File: src/rtl/mouse_pos_scheduler.sv
// Frame-synchronous cursor position scheduler: clamps decoder samples, commits them
// at the start of vertical blanking and hides the cursor after a run of idle frames.
module mouse_pos_scheduler #(
  parameter int H_RES       = 800,
  parameter int V_RES       = 600,
  parameter int HIDE_FRAMES = 300
) (
  input  logic        pclk,
  input  logic        rst,
  input  logic [11:0] xpos_in,
  input  logic [11:0] ypos_in,
  input  logic        pos_valid,
  input  logic        vblnk_in,
  output logic [11:0] xpos_out,
  output logic [11:0] ypos_out,
  output logic        cursor_en,
  output logic        update_tick
);

  localparam logic [1:0] IDLE    = 2'd0;
  localparam logic [1:0] PENDING = 2'd1;
  localparam logic [1:0] COMMIT  = 2'd2;

  localparam logic [11:0] X_LIM    = 12'(H_RES);
  localparam logic [11:0] Y_LIM    = 12'(V_RES);
  localparam logic [11:0] X_MAX    = 12'(H_RES - 1);
  localparam logic [11:0] Y_MAX    = 12'(V_RES - 1);
  localparam logic [11:0] X_CENTER = 12'(H_RES / 2);
  localparam logic [11:0] Y_CENTER = 12'(V_RES / 2);
  localparam logic [15:0] HIDE_LIM = 16'(HIDE_FRAMES);
  localparam logic        HIDE_OFF = (HIDE_FRAMES == 0);

  logic [1:0]  state;
  logic        vblnk_d;
  logic        vb_edge;
  logic [11:0] x_clamp;
  logic [11:0] y_clamp;
  logic [11:0] x_hold;
  logic [11:0] y_hold;
  logic        pos_change;
  logic [15:0] idle_cnt;

  assign vb_edge    = vblnk_in & ~vblnk_d;
  assign x_clamp    = (xpos_in >= X_LIM) ? X_MAX : xpos_in;
  assign y_clamp    = (ypos_in >= Y_LIM) ? Y_MAX : ypos_in;
  assign pos_change = (x_hold != xpos_out) || (y_hold != ypos_out);

  // vblnk_d resets high so a blank already in progress at reset release is not an edge.
  always_ff @(posedge pclk) begin
    if (rst) begin
      vblnk_d <= 1'b1;
      x_hold  <= X_CENTER;
      y_hold  <= Y_CENTER;
    end else begin
      vblnk_d <= vblnk_in;
      if (pos_valid) begin
        x_hold <= x_clamp;
        y_hold <= y_clamp;
      end
    end
  end

  // COMMIT reads the hold registers before any same-cycle sample overwrites them.
  always_ff @(posedge pclk) begin
    if (rst) begin
      state       <= IDLE;
      xpos_out    <= X_CENTER;
      ypos_out    <= Y_CENTER;
      update_tick <= 1'b0;
    end else begin
      update_tick <= 1'b0;
      case (state)
        IDLE: begin
          if (pos_valid) state <= PENDING;
        end
        PENDING: begin
          if (vb_edge) state <= COMMIT;
        end
        COMMIT: begin
          xpos_out    <= x_hold;
          ypos_out    <= y_hold;
          update_tick <= 1'b1;
          state       <= pos_valid ? PENDING : IDLE;
        end
        default: state <= IDLE;
      endcase
    end
  end

  // The counter never exceeds HIDE_LIM, so inequality is the saturation test.
  always_ff @(posedge pclk) begin
    if (rst) begin
      idle_cnt  <= 16'd0;
      cursor_en <= 1'b1;
    end else begin
      if ((state == COMMIT) && pos_change) begin
        idle_cnt <= 16'd0;
      end else if (vb_edge && (idle_cnt != HIDE_LIM)) begin
        idle_cnt <= idle_cnt + 16'd1;
      end
      cursor_en <= HIDE_OFF | (idle_cnt != HIDE_LIM);
    end
  end

endmodule

File: config.mk
export PLATFORM = sky130hd
export DESIGN_NAME = mouse_pos_scheduler
export DESIGN_NICKNAME = d
export VERILOG_FILES = /design/src/rtl/mouse_pos_scheduler.sv
export SDC_FILE = /design/constraint.sdc
export NUM_CORES = 1
export LEC_CHECK = 0
export ABC_AREA = 1
export BUFFER_PORTS_ARGS = -buffer_cell sky130_fd_sc_hd__buf_2
export CAP_MARGIN = 20
export CORE_ASPECT_RATIO = 1.75
export CORE_MARGIN = 2
export CORE_UTILIZATION = 30
export CTS_CLUSTER_DIAMETER = 100
export DETAILED_ROUTE_END_ITERATION = 8
export GPL_TIMING_DRIVEN = 1
export PLACE_DENSITY_LB_ADDON = 0.05
export SKIP_LAST_GASP = 1
export SYNTH_ARGS = -nofsm -noshare
export SYNTH_HDL_FRONTEND = slang
export SYNTH_SLANG_ARGS = --single-unit
File: constraint.sdc
create_clock -name pclk -period 1.5 [get_ports pclk]
set_clock_uncertainty 0.2 [all_clocks]
set_input_delay 0.225 -clock pclk [delete_from_list [all_inputs] [get_ports pclk]]
set_output_delay 0.225 -clock pclk [all_outputs]
set_load 0.03 [all_outputs]
==> impl_metrics.prom, run 1 <==
# TYPE chip_impl_metric gauge
chip_impl_metric{name="floorplan.core_area",unit="mm^2"} 0.01098
chip_impl_metric{name="gp_routability_congestion",unit=""} 0.8647
chip_impl_info{name="worstReg2RegEnd",value="idle_cnt[11]$_SDFFE_PP0P_"} 1
chip_impl_metric{name="total_power",unit="W"} 0.004742
chip_impl_metric{name="post_synth_inst_count",unit=""} 509
chip_impl_metric{name="synthesis.yosys.warnings",unit=""} 0
chip_impl_metric{name="power_density",unit="mW/mm^2"} 908.7
chip_impl_metric{name="die_boundary_height",unit="um"} 143.6
chip_impl_metric{name="worstPathMaxFanout",unit=""} 3
chip_impl_info{name="post-synth-top-area-cell",value="sky130_fd_sc_hd__dfxtp_1"} 1
chip_impl_info{name="sort_of_element_at_the_start_of_the_critical_path",value="flop"} 1
chip_impl_metric{name="max_freq",unit="MHz"} 610.0
chip_impl_metric{name="die_area",unit="mm^2"} 0.01203
chip_impl_metric{name="drtAntennaViolNets",unit=""} 0
chip_impl_metric{name="synth_enable_flop_cells",unit=""} 0
chip_impl_metric{name="via_count_of_the_first_global_routing_pass",unit=""} 3534
chip_impl_metric{name="antenna_cells",unit=""} 0
chip_impl_metric{name="routed_wl_per_cell",unit="um"} 12.67
chip_impl_metric{name="final.period_utilization",unit="%"} 109.3
chip_impl_metric{name="fill_cells",unit=""} 1124
chip_impl_metric{name="ctsLongestPathBuffers",unit=""} 2
chip_impl_info{name="synth-main-ff-cell",value="sky130_fd_sc_hd__dfxtp_1"} 1
chip_impl_metric{name="worstMarginPinSlew",unit="ns"} 0.3145
chip_impl_metric{name="count_of_maximum_capacitance_violations",unit=""} 0
chip_impl_info{name="area_contributors_post_synth",value="sky130_fd_sc_hd__dfxtp_1 41%, sky130_fd_sc_hd__nand2_1 15%, sky130_fd_sc_hd__inv_1 9.1%, sky130_fd_sc_hd__nor2_1 7.4%, sky130_fd_sc_hd__a21oi_1 5.7%"} 1
chip_impl_metric{name="violation_count_after_the_first_detailed_routing_iteration",unit=""} 122
chip_impl_metric{name="leakagePower",unit="nW"} 2.468
chip_impl_metric{name="drt-pass1-iter-count",unit=""} 4
chip_impl_metric{name="tritoncts.num_buffers",unit=""} 9
chip_impl_metric{name="die_w",unit="um"} 83.79
chip_impl_metric{name="area.growth.synth_to_final",unit="%"} 56.16
chip_impl_info{name="reg2reg_from",value="idle_cnt[1]$_SDFFE_PP0P_"} 1
chip_impl_metric{name="drt-total-wl",unit="um"} 10260
chip_impl_metric{name="postLayoutSetupSlackWorst",unit="ns"} -0.1394
chip_impl_metric{name="worst_skew_pair.late_latency",unit="ns"} 0.33
chip_impl_info{name="min_delay_worst_endpoint",value="x_hold[4]$_SDFFE_PP1P_"} 1
chip_impl_metric{name="route.detailed.drc",unit=""} 0
chip_impl_metric{name="avgSynthCellArea",unit="um^2"} 6.566
chip_impl_metric{name="reg2reg_slack",unit="ns"} -0.14
chip_impl_metric{name="worst_setup_hold_path_clk_slew",unit="ns"} 0.06
chip_impl_metric{name="timing.hold.ws",unit="ns"} 0.02394
chip_impl_metric{name="synth_seq_area_share",unit="%"} 41.33
chip_impl_metric{name="synth_top_area_share",unit="%"} 41.33
chip_impl_metric{name="floorplan.rows",unit=""} 51
chip_impl_metric{name="yosys.cell_types.count",unit=""} 29
chip_impl_metric{name="vdd_drop_max",unit="V"} 0.0005274
chip_impl_metric{name="globalRoute.totalOverflow",unit=""} 0
chip_impl_metric{name="synth_nets",unit=""} 539
chip_impl_metric{name="period_needed",unit="ns"} 1.639
chip_impl_metric{name="netlist_area",unit="mm^2"} 0.003342
chip_impl_metric{name="groute.usage.overall",unit="%"} 17.48
chip_impl_metric{name="worst-endpoint-arrival",unit="ns"} 1.71
chip_impl_metric{name="worstRegToRegCells",unit=""} 12
chip_impl_info{name="status",value="complete, but fails checks"} 1
chip_impl_metric{name="hold-path-cell-count",unit=""} 3
chip_impl_metric{name="ys_ff_latch",unit=""} 69
chip_impl_metric{name="ys_async_sr_fraction",unit="%"} 0
chip_impl_metric{name="timing.final.max_slew_violations",unit=""} 0
chip_impl_metric{name="final_core_utilization",unit="%"} 47.55
chip_impl_metric{name="setup_total_negative_slack",unit="ns"} -1.843
chip_impl_info{name="type_of_element_capturing_the_critical_path",value="flop"} 1
chip_impl_metric{name="initial_core_util",unit="%"} 30.45
chip_impl_metric{name="hold_viol_final",unit=""} 0
chip_impl_info{name="timing.setup.critical_path_class",value="reg -> reg"} 1
chip_impl_metric{name="dr_total_vias",unit=""} 3637
chip_impl_metric{name="cts.htree.levels",unit=""} 3
chip_impl_metric{name="nNetsFinal",unit=""} 703
chip_impl_info{name="violations_in_the_final_reports",value="negative setup slack"} 1
chip_impl_info{name="tritoncts",value="done"} 1
chip_impl_metric{name="clock-sinks",unit=""} 69
chip_impl_metric{name="detail_route.vias_per_cell",unit=""} 4.490
chip_impl_metric{name="slew_headroom",unit="%"} 78.81
chip_impl_info{name="hold_path.startpoint",value="xpos_in[9]"} 1
chip_impl_metric{name="setup_viol",unit=""} 16
chip_impl_metric{name="antenna_found_initial",unit=""} 0
chip_impl_info{name="cts_root_buffer",value="sky130_fd_sc_hd__clkbuf_16"} 1
chip_impl_metric{name="grt_pass1_wl",unit="um"} 16310
chip_impl_metric{name="grt_start_max_net_pins",unit=""} 22
chip_impl_metric{name="hpwlAfterDp",unit="um"} 7510
chip_impl_info{name="timing.hold.worst.class",value="in -> reg"} 1
chip_impl_info{name="grt_setup_unrepaired",value="yes"} 1
chip_impl_metric{name="layout-drive-gt1-share",unit="%"} 36.87
chip_impl_metric{name="worst_ep_required",unit="ns"} 1.57
chip_impl_metric{name="top_level_ports",unit=""} 54
chip_impl_metric{name="port_buffers",unit=""} 53
report_power, final:
group / internal [W] / total, W / switching, W
Combinational: 0.000233 / 0.000480 / 0.000247
Clock: 0.00153 / 0.00236 / 0.000825
Sequential: 0.00187 / 0.00191 / 0.0000303
Total: 0.00364 / 0.00474 / 0.00110
metrics by stage:
step | cells | cell area [um^2] | setup WS, ns
3_5_place_dp | 765 | 4422 | -0.2102
3_3_place_gp | 765 | 4422 | -0.2056
2_1_floorplan | 509 | 3395 | 0.00005340
5_1_grt | 810 | 5219 | -0.2530
6_report | 810 | 5219 | -0.1394
4_1_cts | 810 | 5140 | -0.1591
layout make-up:
class                      count  area (um^2)  area share (%)
multi-input combinational    337         1708           32.73
sequential                    69         1436           27.52
timing repair buffer         168         1234           23.64
inverter                      87        330.3           6.329
clock buffer                  12        289.0           5.538
tap                          132        165.2           3.165
clock inverter                 4        48.80          0.9350
timing repair inverter         1        7.507          0.1439
flip-flops by register name, indices dropped and copies added (netlist names):
name / cells
y_hold: 12
vblnk_d: 1
idle_cnt: 16
update_tick: 1
xpos_out: 12
cursor_en: 1
x_hold: 12
ypos_out: 12
state: 2
critical path, cell delays in order, from the launching register on:
cell and delay, ns:
sky130_fd_sc_hd__dfxtp_2 0.33, sky130_fd_sc_hd__inv_2 0.07, sky130_fd_sc_hd__ha_4 0.13, sky130_fd_sc_hd__nand4_1 0.10, sky130_fd_sc_hd__nor2_2 0.14, sky130_fd_sc_hd__nand2_2 0.10
sky130_fd_sc_hd__nand2_4 0.11, sky130_fd_sc_hd__buf_6 0.11, sky130_fd_sc_hd__buf_6 0.10, sky130_fd_sc_hd__nand2_2 0.04, sky130_fd_sc_hd__nand2_2 0.05, sky130_fd_sc_hd__inv_2 0.03
sky130_fd_sc_hd__nor2_1 0.08
Yosys cell counts, types with 2 or more instances:
master / count
sky130_fd_sc_hd__a21oi_1: 38
sky130_fd_sc_hd__nand2_2: 3
sky130_fd_sc_hd__nor4_1: 2
sky130_fd_sc_hd__ha_1: 2
sky130_fd_sc_hd__clkbuf_1: 11
sky130_fd_sc_hd__buf_6: 2
sky130_fd_sc_hd__dfxtp_1: 69
sky130_fd_sc_hd__inv_1: 81
sky130_fd_sc_hd__o21ai_0: 32
sky130_fd_sc_hd__o22ai_1: 2
sky130_fd_sc_hd__o211ai_1: 3
sky130_fd_sc_hd__nor3_1: 4
sky130_fd_sc_hd__nor2_1: 66
sky130_fd_sc_hd__o21ai_2: 3
sky130_fd_sc_hd__nand4_1: 5
sky130_fd_sc_hd__xnor2_1: 3
sky130_fd_sc_hd__inv_2: 6
sky130_fd_sc_hd__buf_2: 3
sky130_fd_sc_hd__nor2_2: 2
sky130_fd_sc_hd__nand2_1: 137
sky130_fd_sc_hd__o31ai_1: 4
sky130_fd_sc_hd__xor2_1: 7
sky130_fd_sc_hd__nand3_1: 17
sky130_fd_sc_hd__o32ai_1: 2
logic make-up (layout without fill, tap and decap cells):
logic type,after synthesis,count (layout),share of synthesized area (%)
flip-flops,69,69,41.33
adder cells (fa/ha/maj),2,2,0.7487
XOR/XNOR,10,10,2.621
AO/OA/AOI/OAI,87,87,14.49
AND/OR/NAND/NOR,238,238,28.68
buffers and inverters,103,272,12.13
cells in the final DEF (no fill, tap or decap), types with 2 or more instances in the layout:
cell / instances
sky130_fd_sc_hd__nand2_1: 124
sky130_fd_sc_hd__nor2_1: 58
sky130_fd_sc_hd__dfxtp_4: 5
sky130_fd_sc_hd__dfxtp_2: 29
sky130_fd_sc_hd__o21ai_1: 3
sky130_fd_sc_hd__buf_6: 4
sky130_fd_sc_hd__o211ai_1: 3
sky130_fd_sc_hd__buf_12: 3
sky130_fd_sc_hd__o21ai_2: 3
sky130_fd_sc_hd__nand2_4: 4
sky130_fd_sc_hd__inv_1: 77
sky130_fd_sc_hd__buf_4: 90
sky130_fd_sc_hd__nand2_2: 12
sky130_fd_sc_hd__clkbuf_16: 11
sky130_fd_sc_hd__buf_2: 52
sky130_fd_sc_hd__nand4_1: 5
sky130_fd_sc_hd__a21oi_2: 3
sky130_fd_sc_hd__nand3_1: 14
sky130_fd_sc_hd__nor3_1: 3
sky130_fd_sc_hd__a21oi_1: 34
sky130_fd_sc_hd__nand3_2: 3
sky130_fd_sc_hd__o22ai_1: 2
sky130_fd_sc_hd__dlygate4sd3_1: 18
sky130_fd_sc_hd__o31ai_1: 4
sky130_fd_sc_hd__nor2_2: 9
sky130_fd_sc_hd__xnor2_1: 3
sky130_fd_sc_hd__o21ai_0: 29
sky130_fd_sc_hd__inv_2: 9
sky130_fd_sc_hd__dfxtp_1: 35
sky130_fd_sc_hd__nor3_4: 2
sky130_fd_sc_hd__clkinvlp_4: 3
sky130_fd_sc_hd__o32ai_1: 2
sky130_fd_sc_hd__nor4_1: 2
sky130_fd_sc_hd__xor2_1: 6
timing repair:
| item | 4_1_cts | 5_1_grt |
|---|---|---|
| cloned | 1 | 1 |
| endpoints found under the hold margin | 19 | 0 |
| hold buffers | 19 | 0 |
| pin swaps | 23 | 23 |
| gates resized for setup | 32 | 33 |
| endpoints found under the setup margin | 16 | 34 |
| buffers inserted | 9 | 2 |
per-layer routing:
| metal | up-vias | global-route usage, % | wire (um) |
|---|---|---|---|
| li1 | 1909 | - | - |
| met1 | 1620 | 17.05 | 3926 |
| met2 | 80 | 33.22 | 5578 |
| met3 | 28 | 4.136 | 324 |
| met4 | 0 | 9.932 | 430 |
| met5 | - | 0 | 0 |
worst max-delay path by stage:
stage / startpoint / to / cells after the start / slack (ns)
after floorplan: idle_cnt[0]$_SDFFE_PP0P_ / idle_cnt[7]$_SDFFE_PP0P_ / 10 / 0.00005
after global placement: idle_cnt[1]$_SDFFE_PP0P_ / idle_cnt[10]$_SDFFE_PP0P_ / 7 / -0.21
after detailed placement: idle_cnt[4]$_SDFFE_PP0P_ / idle_cnt[13]$_SDFFE_PP0P_ / 6 / -0.21
after CTS: idle_cnt[1]$_SDFFE_PP0P_ / idle_cnt[0]$_SDFFE_PP0P_ / 12 / -0.16
after global routing: idle_cnt[1]$_SDFFE_PP0P_ / idle_cnt[1]$_SDFFE_PP0P_ / 11 / -0.25
final: idle_cnt[1]$_SDFFE_PP0P_ / idle_cnt[11]$_SDFFE_PP0P_ / 12 / -0.14
No activity file was read; power rests on OpenSTA's default activity.
==> run 2, diff against run 1 <==
TNS_END_PERCENT = 20   (was unset)
clock period = 1.96 ns   (was 1.5 ns; I/O delays follow)
==> impl_metrics.prom, run 2 (synthesis results as in run 1) <==
# TYPE chip_impl_metric gauge
chip_impl_metric{name="detail_route.vias_per_cell",unit=""} 4.531
chip_impl_metric{name="hpwlAfterDp",unit="um"} 6907
chip_impl_info{name="cts_root_buffer",value="sky130_fd_sc_hd__clkbuf_16"} 1
chip_impl_info{name="hold_path.startpoint",value="ypos_in[4]"} 1
chip_impl_metric{name="area.growth.synth_to_final",unit="%"} 27.56
chip_impl_metric{name="setup_total_negative_slack",unit="ns"} 0
chip_impl_metric{name="vdd_drop_max",unit="V"} 0.0004447
chip_impl_metric{name="layout-drive-gt1-share",unit="%"} 16.87
chip_impl_info{name="reg2reg_from",value="idle_cnt[4]$_SDFFE_PP0P_"} 1
chip_impl_info{name="timing.setup.critical_path_class",value="reg -> reg"} 1
chip_impl_metric{name="slew_headroom",unit="%"} 69.30
chip_impl_metric{name="worst-endpoint-arrival",unit="ns"} 1.81
chip_impl_metric{name="tritoncts.num_buffers",unit=""} 9
chip_impl_info{name="startpoint",value="idle_cnt[4]$_SDFFE_PP0P_"} 1
chip_impl_metric{name="drt-pass1-iter-count",unit=""} 4
chip_impl_metric{name="gp_routability_congestion",unit=""} 0.8642
chip_impl_metric{name="regArea",unit="mm^2"} 0.001381
chip_impl_info{name="grt_setup_unrepaired",value="no"} 1
chip_impl_metric{name="floorplan.rows",unit=""} 51
chip_impl_metric{name="largest_reg_flops",unit=""} 16
chip_impl_metric{name="setup_viol",unit=""} 0
chip_impl_metric{name="die_w",unit="um"} 83.79
chip_impl_metric{name="top_level_ports",unit=""} 54
chip_impl_info{name="worstReg2RegEnd",value="idle_cnt[13]$_SDFFE_PP0P_"} 1
chip_impl_info{name="most_common_library_cell_in_the_layout_ignoring_fill_and_taps",value="sky130_fd_sc_hd__nand2_1"} 1
chip_impl_metric{name="groute.usage.overall",unit="%"} 15.84
chip_impl_metric{name="die_boundary_height",unit="um"} 143.6
chip_impl_metric{name="via_count_of_the_first_global_routing_pass",unit=""} 3073
chip_impl_metric{name="grt_start_max_net_pins",unit=""} 21
chip_impl_metric{name="timing.hold.ws",unit="ns"} 0.01914
chip_impl_info{name="status",value="completed"} 1
chip_impl_metric{name="leakagePower",unit="nW"} 1.973
chip_impl_info{name="top_library_cells_by_usage_in_the_layout_fill_and_taps_aside",value="137 x sky130_fd_sc_hd__nand2_1, 81 x sky130_fd_sc_hd__inv_1, 69 x sky130_fd_sc_hd__dfxtp_1"} 1
chip_impl_info{name="registers.top_by_ff_count",value="idle_cnt"} 1
chip_impl_metric{name="worst_skew_pair.late_latency",unit="ns"} 0.33
chip_impl_metric{name="drtAntennaViolNets",unit=""} 0
chip_impl_metric{name="port_buffers",unit=""} 53
chip_impl_metric{name="combPwrFrac",unit="%"} 7.5
chip_impl_metric{name="final.period_utilization",unit="%"} 91.95
chip_impl_metric{name="globalRoute.totalOverflow",unit=""} 0
chip_impl_metric{name="worstPathMaxFanout",unit=""} 6
chip_impl_metric{name="power_density",unit="mW/mm^2"} 828.3
chip_impl_metric{name="antenna_found_initial",unit=""} 0
chip_impl_metric{name="ctsLongestPathBuffers",unit=""} 2
chip_impl_info{name="sort_of_element_at_the_start_of_the_critical_path",value="flop"} 1
chip_impl_metric{name="fill_cells",unit=""} 1188
chip_impl_metric{name="hold_viol_final",unit=""} 0
chip_impl_metric{name="cts.htree.levels",unit=""} 3
chip_impl_metric{name="nNetsFinal",unit=""} 612
chip_impl_metric{name="power_switching",unit="W"} 0.0008012
chip_impl_metric{name="power_frac_seq",unit="%"} 41.4
chip_impl_metric{name="switching_share",unit="%"} 22.69
chip_impl_metric{name="die_area",unit="mm^2"} 0.01203
chip_impl_metric{name="reg2reg_slack",unit="ns"} 0.16
chip_impl_metric{name="worstMarginPinSlew",unit="ns"} 0.4594
chip_impl_metric{name="clock-sinks",unit=""} 69
chip_impl_metric{name="initial_core_util",unit="%"} 30.45
chip_impl_metric{name="antenna_cells",unit=""} 0
chip_impl_metric{name="route.detailed.drc",unit=""} 0
chip_impl_metric{name="total_power",unit="W"} 0.003531
chip_impl_metric{name="multi_input_area",unit="mm^2"} 0.001574
chip_impl_metric{name="timing.final.max_slew_violations",unit=""} 0
chip_impl_metric{name="worst_ep_required",unit="ns"} 1.96
chip_impl_info{name="timing.hold.worst.class",value="in -> reg"} 1
chip_impl_metric{name="grt_pass1_wl",unit="um"} 14840
chip_impl_info{name="tritoncts",value="done"} 1
chip_impl_metric{name="cts_setup_buffers",unit=""} 0
chip_impl_metric{name="violation_count_after_the_first_detailed_routing_iteration",unit=""} 113
chip_impl_metric{name="floorplan.core_area",unit="mm^2"} 0.01098
chip_impl_metric{name="routed_wl_per_cell",unit="um"} 12.66
chip_impl_info{name="type_of_element_capturing_the_critical_path",value="flop"} 1
chip_impl_metric{name="worst_setup_hold_path_clk_slew",unit="ns"} 0.06
chip_impl_metric{name="dr_total_vias",unit=""} 3258
chip_impl_metric{name="drt-total-wl",unit="um"} 9104
chip_impl_info{name="min_delay_worst_endpoint",value="y_hold[4]$_SDFFE_PP0P_"} 1
chip_impl_metric{name="count_of_maximum_capacitance_violations",unit=""} 0
chip_impl_metric{name="max_freq",unit="MHz"} 554.9
chip_impl_metric{name="power_report.internal_total",unit="W"} 0.002730
chip_impl_metric{name="worstRegToRegCells",unit=""} 6
chip_impl_metric{name="share_clk_of_total_power",unit="%"} 51.1
chip_impl_metric{name="hold-path-cell-count",unit=""} 3
chip_impl_metric{name="period_needed",unit="ns"} 1.802
## run 2: area by class of cell
| type | count | share of cell area (%) |
|---|---|---|
| well taps | 132 | 3.874 |
| flip-flops and latches | 69 | 32.40 |
| clock inverters | 5 | 1.937 |
| repair buffers | 78 | 11.27 |
| clock buffers | 11 | 5.929 |
| multi-input cells | 337 | 36.92 |
| inverters | 87 | 7.661 |
## run 2: routing by layer
layer,GRT usage [%],part of all wire (%),up-vias
li1,-,-,1734
met1,17.31,41,1439
met2,28.84,52,66
met3,2.987,2.8,19
met4,8.234,3.3,0
met5,0,0,-
## run 2: stage by stage
stage / instance area, um^2 / instances / util [%] / worst slack (ns)
after floorplan: 3342 / 509 / - / 0.3328
after global placement: 3799 / 692 / 34.61 / 0.1671
after detailed placement: 3799 / 692 / 34.61 / 0.1116
after CTS: 4244 / 719 / 38.67 / 0.06778
after global routing: 4263 / 719 / 38.84 / 0.02237
final: 4263 / 719 / 38.84 / 0.1578
## run 2: timing repair
item                                    CTS  global route
hold endpoints to repair                 11             0
gates resized for setup                   0             4
endpoints found under the setup margin    0            15
hold buffers                             11             0
## run 2: critical path, stage by stage (launching register included)
cell	delay (ns)
sky130_fd_sc_hd__dfxtp_1	0.48
sky130_fd_sc_hd__nand2_1	0.13
sky130_fd_sc_hd__nor2_1	0.31
sky130_fd_sc_hd__nand3_1	0.19
sky130_fd_sc_hd__xor2_1	0.18
sky130_fd_sc_hd__a21oi_1	0.13
sky130_fd_sc_hd__nor2_1	0.06
## run 2: how the worst max path moves through the flow
stage / endpoint / slack, ns / cells after the start
after global placement: idle_cnt[5]$_SDFFE_PP0P_ / 0.17 / 10
after global routing: idle_cnt[10]$_SDFFE_PP0P_ / 0.02 / 9
final: idle_cnt[13]$_SDFFE_PP0P_ / 0.16 / 6
after floorplan: idle_cnt[10]$_SDFFE_PP0P_ / 0.33 / 11
after detailed placement: idle_cnt[5]$_SDFFE_PP0P_ / 0.11 / 10
after CTS: idle_cnt[9]$_SDFFE_PP0P_ / 0.07 / 11
## run 2: power groups by stage
stage	sequential, W	clock (W)	combinational (W)
2_1_floorplan	0.00150	0	0.000149
3_3_place_gp	0.00149	0	0.000250
3_5_place_dp	0.00149	0	0.000252
4_1_cts	0.00146	0.00186	0.000270
5_1_grt	0.00147	0.00191	0.000302
6_report	0.00146	0.00180	0.000264
==> run 3, diff against run 2 <==
HOLD_SLACK_MARGIN = 0.06   (was unset)
==> impl_metrics.prom, run 3 (synthesis results as in run 1) <==
# TYPE chip_impl_metric gauge
chip_impl_metric{name="groute.usage.overall",unit="%"} 15.86
chip_impl_metric{name="grt_pass1_wl",unit="um"} 14830
chip_impl_metric{name="via_count_of_the_first_global_routing_pass",unit=""} 3064
chip_impl_metric{name="tritoncts.num_buffers",unit=""} 9
chip_impl_info{name="critPathTopFamily",value="simple AND/OR/NAND/NOR gates"} 1
chip_impl_metric{name="hold-path-cell-count",unit=""} 3
chip_impl_metric{name="detailedPlace.worstSlack",unit="ns"} 0.1116
chip_impl_metric{name="cp_num_cells",unit=""} 6
chip_impl_metric{name="final_instance_area",unit="mm^2"} 0.004323
chip_impl_metric{name="die_area",unit="mm^2"} 0.01203
chip_impl_metric{name="count_of_maximum_capacitance_violations",unit=""} 0
chip_impl_metric{name="setup_total_negative_slack",unit="ns"} 0
chip_impl_info{name="cp_common_cell",value="sky130_fd_sc_hd__nor2_1"} 1
chip_impl_metric{name="gp_routability_congestion",unit=""} 0.8642
chip_impl_metric{name="slew_headroom",unit="%"} 69.37
chip_impl_metric{name="setup_viol",unit=""} 0
chip_impl_metric{name="placement.cell_area",unit="mm^2"} 0.003799
chip_impl_metric{name="cts.htree.levels",unit=""} 3
chip_impl_info{name="path_cells",value="nand2_1, nor2_1, nand3_1, xor2_1, a21oi_1, nor2_1"} 1
chip_impl_metric{name="antenna_found_initial",unit=""} 0
chip_impl_metric{name="drtAntennaViolNets",unit=""} 0
chip_impl_metric{name="grt_start_max_net_pins",unit=""} 21
chip_impl_metric{name="antenna_cells",unit=""} 0
chip_impl_metric{name="route.detailed.drc",unit=""} 0
chip_impl_metric{name="regArea",unit="mm^2"} 0.001381
chip_impl_metric{name="drt-total-wl",unit="um"} 9160
chip_impl_info{name="most_common_library_cell_in_the_layout_ignoring_fill_and_taps",value="sky130_fd_sc_hd__nand2_1"} 1
chip_impl_metric{name="port_buffers",unit=""} 53
chip_impl_metric{name="worstPathMaxFanout",unit=""} 6
chip_impl_metric{name="top_level_ports",unit=""} 54
chip_impl_info{name="type_of_element_capturing_the_critical_path",value="flop"} 1
chip_impl_metric{name="area.growth.synth_to_final",unit="%"} 29.35
chip_impl_metric{name="max_freq",unit="MHz"} 558.5
chip_impl_info{name="cts_root_buffer",value="sky130_fd_sc_hd__clkbuf_16"} 1
chip_impl_metric{name="globalRoute.totalOverflow",unit=""} 0
chip_impl_metric{name="floorplan.core_area",unit="mm^2"} 0.01098
chip_impl_metric{name="largest_reg_flops",unit=""} 16
chip_impl_metric{name="path_buf_inv",unit=""} 0
chip_impl_metric{name="worstRegToRegCells",unit=""} 6
chip_impl_metric{name="timing.critical_path.slowest_cell_delay",unit="ns"} 0.47
chip_impl_metric{name="timing.hold.ws",unit="ns"} 0.06627
chip_impl_metric{name="routed_wl_per_cell",unit="um"} 12.63
chip_impl_metric{name="worst_skew_pair.late_latency",unit="ns"} 0.33
chip_impl_info{name="tritoncts",value="done"} 1
chip_impl_metric{name="power_density",unit="mW/mm^2"} 818.7
chip_impl_metric{name="multi_input_area",unit="mm^2"} 0.001574
chip_impl_metric{name="die_boundary_height",unit="um"} 143.6
chip_impl_metric{name="clock-sinks",unit=""} 69
chip_impl_info{name="timing.setup.critical_path_class",value="reg -> reg"} 1
chip_impl_metric{name="drt-pass1-iter-count",unit=""} 4
chip_impl_metric{name="nNetsFinal",unit=""} 618
chip_impl_metric{name="postLayoutSetupSlackWorst",unit="ns"} 0.1695
chip_impl_metric{name="leakagePower",unit="nW"} 1.998
chip_impl_metric{name="final.period_utilization",unit="%"} 91.35
chip_impl_metric{name="initial_core_util",unit="%"} 30.45
chip_impl_metric{name="worst_setup_hold_path_clk_slew",unit="ns"} 0.06
chip_impl_metric{name="hold_viol_final",unit=""} 0
chip_impl_info{name="registers.top_by_ff_count",value="idle_cnt"} 1
chip_impl_info{name="timing.hold.worst.class",value="in -> reg"} 1
chip_impl_metric{name="layout-drive-gt1-share",unit="%"} 16.69
chip_impl_metric{name="worst_ep_required",unit="ns"} 1.96
chip_impl_info{name="top_library_cells_by_usage_in_the_layout_fill_and_taps_aside",value="137 x sky130_fd_sc_hd__nand2_1, 81 x sky130_fd_sc_hd__inv_1, 69 x sky130_fd_sc_hd__dfxtp_1"} 1
chip_impl_metric{name="hpwlAfterDp",unit="um"} 6907
chip_impl_metric{name="violation_count_after_the_first_detailed_routing_iteration",unit=""} 113
chip_impl_info{name="cp_slowest_cell",value="sky130_fd_sc_hd__dfxtp_1"} 1
chip_impl_metric{name="final_core_utilization",unit="%"} 39.39
chip_impl_metric{name="timing.final.max_slew_violations",unit=""} 0
chip_impl_metric{name="fill_cells",unit=""} 1186
chip_impl_metric{name="floorplan.rows",unit=""} 51
chip_impl_info{name="sort_of_element_at_the_start_of_the_critical_path",value="flop"} 1
chip_impl_metric{name="vdd_drop_max",unit="V"} 0.0004444
chip_impl_metric{name="worstMarginPinSlew",unit="ns"} 0.4584
chip_impl_metric{name="dr_total_vias",unit=""} 3260
chip_impl_info{name="status",value="completed"} 1
chip_impl_metric{name="worst-endpoint-arrival",unit="ns"} 1.79
chip_impl_info{name="grt_setup_unrepaired",value="no"} 1
chip_impl_metric{name="period_needed",unit="ns"} 1.791
chip_impl_metric{name="die_w",unit="um"} 83.79
chip_impl_metric{name="ctsLongestPathBuffers",unit=""} 2
chip_impl_metric{name="detail_route.vias_per_cell",unit=""} 4.497
-- run 3: cell types whose count changed in the layout (fill, tap and decap cells not counted) --
| cell | previous run | this run |
|---|---|---|
| sky130_fd_sc_hd__dlygate4sd3_1 | 11 | 17 |
-- run 3: metrics by stage --
stage          power (W)  instances
2_1_floorplan   0.001650        509
6_report        0.003539        725
3_5_place_dp    0.001745        692
5_1_grt         0.003687        725
4_1_cts         0.003596        725
3_3_place_gp    0.001742        692
-- run 3: path summary, 6_finish.rpt --
| path | startpoint | slack (ns) | to |
|---|---|---|---|
| setup reg to reg | idle_cnt[4]$_SDFFE_PP0P_ | 0.17 | idle_cnt[13]$_SDFFE_PP0P_ |
| setup / recovery | idle_cnt[4]$_SDFFE_PP0P_ | 0.17 | idle_cnt[13]$_SDFFE_PP0P_ |
| hold reg to reg | state[1]$_SDFFE_PP0P_ | 0.22 | state[1]$_SDFFE_PP0P_ |
| hold / removal | xpos_in[6] | 0.07 | x_hold[6]$_SDFFE_PP0P_ |
-- run 3: final cells by class --
type,count,share of cell area [%]
clock buffer,11,5.847
clock inverter,5,1.910
inverter,87,7.554
multi-input combinational,337,36.41
sequential,69,31.95
tap,132,3.821
timing repair buffer,84,12.50
-- run 3: report_power, final --
group	total, W	internal, W	switching [W]
logic	0.000273	0.000113	0.000160
registers	0.00146	0.00144	0.0000231
clock network	0.00180	0.00119	0.000619
-- run 3: per-layer routing --
layer	part of all wire, %	up-vias	track usage [%]
li1	-	1744	-
met1	41	1425	17.24
met2	52	73	28.97
met3	3.0	18	2.987
met4	3.2	0	8.234
met5	0	-	0
-- run 3: timing repair --
action	in CTS	in global routing
hold buffers	17	0
gates resized for setup	0	4
endpoints found under the hold margin	17	0
endpoints found under the setup margin	0	15
buffers inserted	0	0
-- run 3: tightest hold or removal path, stage by stage --
cell and delay (ns):
sky130_fd_sc_hd__buf_2 0.11, sky130_fd_sc_hd__nand3_1 0.08, sky130_fd_sc_hd__o22ai_1 0.07
